===== src/rtl/instruction_fetch.sv =====
// Instruction fetch stage: reads the word at the PC address over a req/ack
// memory port and holds it, with its decoded fields, for decode/control.
module instruction_fetch #(
  parameter int                 ADDR_W    = 16,
  parameter int                 INSTR_W   = 16,
  parameter int                 TIMEOUT   = 15,
  parameter logic [INSTR_W-1:0] NOP_INSTR = '0
) (
  input  logic               clk,
  input  logic               reset,
  input  logic [ADDR_W-1:0]  instructionAddress,
  input  logic               consume,
  input  logic               flush,
  output logic               mem_req,
  output logic [ADDR_W-1:0]  mem_addr,
  input  logic               mem_ack,
  input  logic [INSTR_W-1:0] mem_rdata,
  output logic               instr_valid,
  output logic [INSTR_W-1:0] instr,
  output logic [3:0]         op,
  output logic [3:0]         da,
  output logic [3:0]         aa,
  output logic [3:0]         ba,
  output logic [ADDR_W-1:0]  instr_addr,
  output logic               fetch_err
);

  typedef enum logic [1:0] {IDLE, ISSUE, REQ, HOLD} state_t;

  localparam logic [7:0] TMO_LAST = 8'(TIMEOUT - 1);

  state_t             state, state_nx;
  logic               mem_req_nx;
  logic [ADDR_W-1:0]  mem_addr_nx;
  logic               instr_valid_nx;
  logic [INSTR_W-1:0] instr_nx;
  logic [ADDR_W-1:0]  instr_addr_nx;
  logic               fetch_err_nx;
  logic [7:0]         tmo_cnt, tmo_cnt_nx;
  logic               discard, discard_nx;
  logic               drop_data;

  // A flush in the same cycle as the ack or the timeout drops the word too.
  assign drop_data = discard || flush;

  // NOTE: every signal written here gets its hold value first, so a branch
  // that forgets an assignment cannot infer a latch.
  always_comb begin
    state_nx       = state;
    mem_req_nx     = mem_req;
    mem_addr_nx    = mem_addr;
    instr_valid_nx = instr_valid;
    instr_nx       = instr;
    instr_addr_nx  = instr_addr;
    fetch_err_nx   = fetch_err;
    tmo_cnt_nx     = tmo_cnt;
    discard_nx     = discard;

    unique case (state)
      IDLE: state_nx = ISSUE;

      ISSUE: begin
        mem_addr_nx = instructionAddress;
        tmo_cnt_nx  = '0;
        discard_nx  = 1'b0;
        mem_req_nx  = 1'b1;
        state_nx    = REQ;
      end

      REQ: begin
        if (mem_ack) begin
          mem_req_nx = 1'b0;
          if (drop_data) begin
            state_nx = ISSUE;
          end else begin
            instr_nx       = mem_rdata;
            instr_addr_nx  = mem_addr;
            instr_valid_nx = 1'b1;
            state_nx       = HOLD;
          end
        end else if (tmo_cnt == TMO_LAST) begin
          mem_req_nx   = 1'b0;
          fetch_err_nx = 1'b1;
          if (drop_data) begin
            state_nx = ISSUE;
          end else begin
            instr_nx       = NOP_INSTR;
            instr_addr_nx  = mem_addr;
            instr_valid_nx = 1'b1;
            state_nx       = HOLD;
          end
        end else begin
          // The request stays up after a flush; only its data is discarded.
          tmo_cnt_nx = tmo_cnt + 8'd1;
          if (flush) discard_nx = 1'b1;
        end
      end

      HOLD: begin
        if (flush || consume) begin
          instr_valid_nx = 1'b0;
          state_nx       = ISSUE;
        end
      end

      default: state_nx = IDLE;
    endcase
  end

  // NOTE: state registers use non-blocking assignments so every flop samples
  // the pre-edge values regardless of statement order.
  always_ff @(posedge clk or negedge reset) begin
    if (!reset) begin
      state       <= IDLE;
      mem_req     <= 1'b0;
      mem_addr    <= '0;
      instr_valid <= 1'b0;
      instr       <= '0;
      instr_addr  <= '0;
      fetch_err   <= 1'b0;
      tmo_cnt     <= '0;
      discard     <= 1'b0;
    end else begin
      state       <= state_nx;
      mem_req     <= mem_req_nx;
      mem_addr    <= mem_addr_nx;
      instr_valid <= instr_valid_nx;
      instr       <= instr_nx;
      instr_addr  <= instr_addr_nx;
      fetch_err   <= fetch_err_nx;
      tmo_cnt     <= tmo_cnt_nx;
      discard     <= discard_nx;
    end
  end

  assign op = instr[15:12];
  assign da = instr[11:8];
  assign aa = instr[7:4];
  assign ba = instr[3:0];

endmodule


===== config.mk =====
export PLATFORM = sky130hd
export DESIGN_NAME = instruction_fetch
export DESIGN_NICKNAME = d
export VERILOG_FILES = /design/src/rtl/instruction_fetch.sv
export SDC_FILE = /design/constraint.sdc
export NUM_CORES = 1
export LEC_CHECK = 0
export CAP_MARGIN = 20
export CORE_AREA = 2 2 87 105
export DETAILED_ROUTE_END_ITERATION = 7
export DIE_AREA = 0 0 89 107
export HOLD_SLACK_MARGIN = 0.02
export PLACE_DENSITY = 0.72
export SYNTH_ARGS = -nofsm -noshare
export SYNTH_HDL_FRONTEND = slang
export SYNTH_SLANG_ARGS = --single-unit

===== constraint.sdc =====
create_clock -name clk -period 5.3 [get_ports clk]
set_clock_uncertainty 0.2 [all_clocks]
set_input_delay 1.06 -clock clk [delete_from_list [all_inputs] [get_ports clk]]
set_output_delay 1.06 -clock clk [all_outputs]
set_load 0.02 [all_outputs]

==> impl_metrics.json <==
{
  "die_y_um": 107,
  "cp_max_fo": 15,
  "hold_path.class": "reg2reg",
  "viasPerCell": 4.60,
  "worstPathRequired_ns": 5.31,
  "insertion_delay_ns": 0.33,
  "fin_setup_tns_ns": 0,
  "avgSynthCellArea_um2": 13.2,
  "p_per_area_nw_per_um2": 621,
  "tritoncts": "yes",
  "routed_wirelength_um": 6130,
  "antenna_cells": 0,
  "peakVddDrop_uv": 287,
  "ys_seq_area_share_pct": 56.5,
  "synthToLayoutAreaGrowth_pct": 44.4,
  "final_cell_mix": "102 x clkdlybuf4s50_1, 62 x dfrtp_1, 24 x mux2_2",
  "dp_hpwl_um": 4160,
  "layout_commonest_cell": "clkdlybuf4s50_1",
  "clockBufferDepth": 2,
  "cts_resized": 0,
  "dieWidth_um": 89,
  "setup_viol": 0,
  "tightest_slew_ns": 0.943,
  "htreeDepth": 3,
  "nets": 340,
  "grt_antenna_before_repair": 0,
  "fp.coreArea_um2": 8520,
  "maxCapViolCount": 0,
  "start_kind": "input pin",
  "synth_warnings": 0,
  "max_slew_margin_pct": 37.2,
  "setup.worst_path.end_class": "register",
  "gp_congestion": 0.776,
  "drv_slew": 0,
  "synth_cells": 208,
  "max_freq_mhz": 340,
  "period_needed_ns": 2.95,
  "crit_chain": "clkdlybuf4s50_1 > nor3b_1 > nor2b_4 > mux2_2",
  "post-cts-setup-buffers": 0,
  "fin_crit_sh_pct": 55.6,
  "start_util_pct": 32.2,
  "drtIter0Drc": 113,
  "place_inst": 404,
  "grtUsageTotal_pct": 12.9,
  "final_hold_viol_count": 0,
  "synth.distinct_cells": 35,
  "io_buffers": 103,
  "fin_cells": 419,
  "status": "finished clean",
  "drive_gt1_share_pct": 18.2,
  "critPathKind": "in2reg",
  "max_stage_delay_ns": 0.60,
  "rsz0062_at_grt": "no",
  "synth_nets": 250,
  "cts_buffers": 9,
  "grt_pass1_wl_um": 9440,
  "vias": 1928,
  "p_leak_nw": 1.71,
  "clock-sinks": 62,
  "first_pass_iters": 4,
  "total_power_w": 0.00246,
  "num_rows": 37,
  "avgRoutedWirePerCell_um": 14.6,
  "grt_pass1_vias": 1919,
  "dieArea_um2": 9520,
  "cts-root-buf": "clkbuf_8",
  "drc": 0,
  "yosys_register_bits": 62,
  "holdWs_ns": 0.298,
  "cts_hold_buf": 0,
  "path_clk_slew_ns": 0.07,
  "grt_start_max_net_pins": 63,
  "antenna_left": 0,
  "arrival_ns": 2.96,
  "ioPinCount": 104,
  "grt_overflow_total": 0,
  "slowest_stage": "nor2b_4",
  "synth_area_um2": 2750
}
==> layer usage <==
metal  track usage, %  share of wire (%)
met2             20.9                 51
met4             4.48                1.3
met3             4.77                6.3
met5                0                  0
met1             15.7                 41
==> report_power, final <==
part	leakage (nW)	internal [W]	total, W	switching [W]
clock network	0.115	0.000286	0.000469	0.000183
registers	0.773	0.000666	0.000801	0.000135
logic	0.822	0.000629	0.00119	0.000564
==> cells in the mapped netlist, drive strengths merged <==
| library cell | count | area share, % |
|---|---|---|
| a211o | 2 | 0.64 |
| a21oi | 6 | 1.1 |
| a22o | 19 | 6.1 |
| a31o | 1 | 0.32 |
| and2 | 1 | 0.23 |
| and3 | 1 | 0.27 |
| and4b | 1 | 0.36 |
| buf | 20 | 6.1 |
| clkbuf | 6 | 0.82 |
| dfrtp | 62 | 57 |
| ha | 5 | 2.3 |
| inv | 7 | 0.96 |
| mux2 | 34 | 15 |
| mux2i | 2 | 0.73 |
| nand2 | 10 | 1.4 |
| nand3 | 3 | 0.55 |
| nand3b | 1 | 0.27 |
| nand4 | 1 | 0.23 |
| nand4b | 1 | 0.32 |
| nor2 | 5 | 0.68 |
| nor2b | 1 | 0.50 |
| nor3 | 1 | 0.18 |
| nor3b | 2 | 0.55 |
| nor4 | 2 | 0.46 |
| o211ai | 2 | 0.55 |
| o21a | 1 | 0.27 |
| o21ai | 8 | 1.5 |
| o31a | 1 | 0.32 |
| or3 | 1 | 0.23 |
| or4b | 1 | 0.36 |
==> through the flow <==
step	instance area [um2]	setup slack (ns)	utilization [%]
2_1_floorplan	2750	2.81	-
3_3_place_gp	3740	2.09	43.9
3_5_place_dp	3740	2.03	43.9
4_1_cts	3960	2.38	46.5
5_1_grt	3960	2.28	46.5
6_report	3960	2.35	46.5
==> critical path, delay by kind of cell <==
| family | cells | cell delay [ns] |
|---|---|---|
| buffers and inverters | 1 | 0.45 |
| and+or+nand+nor | 2 | 1.04 |
| muxes | 1 | 0.40 |
==> state kept, by name, summed over array words and instances (netlist names), 2 cells and up <==
signal and count:
state 2, mem_addr 16, instr_addr 16, instr 16, tmo_cnt 8
==> worst paths after layout <==
check,to,slack (ns),depth (start not counted),start
min reg2reg,fetch_err,0.30,1,fetch_err
max,instr_addr[3],2.35,4,flush
min in group asynchronous,mem_addr[4],0.68,2,reset
max reg2reg,instr_addr[3],2.51,6,tmo_cnt[0]
min,fetch_err,0.30,1,fetch_err
max in group asynchronous,tmo_cnt[3],3.68,2,reset
==> final cells by class <==
| type | instances | area [um2] |
|---|---|---|
| Fill cell | 812 | 4550 |
| Sequential cell | 62 | 1550 |
| Timing Repair Buffer | 105 | 1040 |
| Multi-Input combinational cell | 113 | 977 |
| Clock buffer | 11 | 151 |
| Tap cell | 117 | 146 |
| Clock inverter | 4 | 70.1 |
| Inverter | 7 | 26.3 |
==> cells by family after synthesis <==
family,Yosys count,synth area share (%)
AO/OA/AOI/OAI,40,10.7
adder cells (fa/ha/maj),5,2.28
buffers and inverters,33,7.89
flip-flops,62,56.5
multiplexers,36,16.0
AND/OR/NAND/NOR,32,6.56
Power figures use the tool's default switching activity.
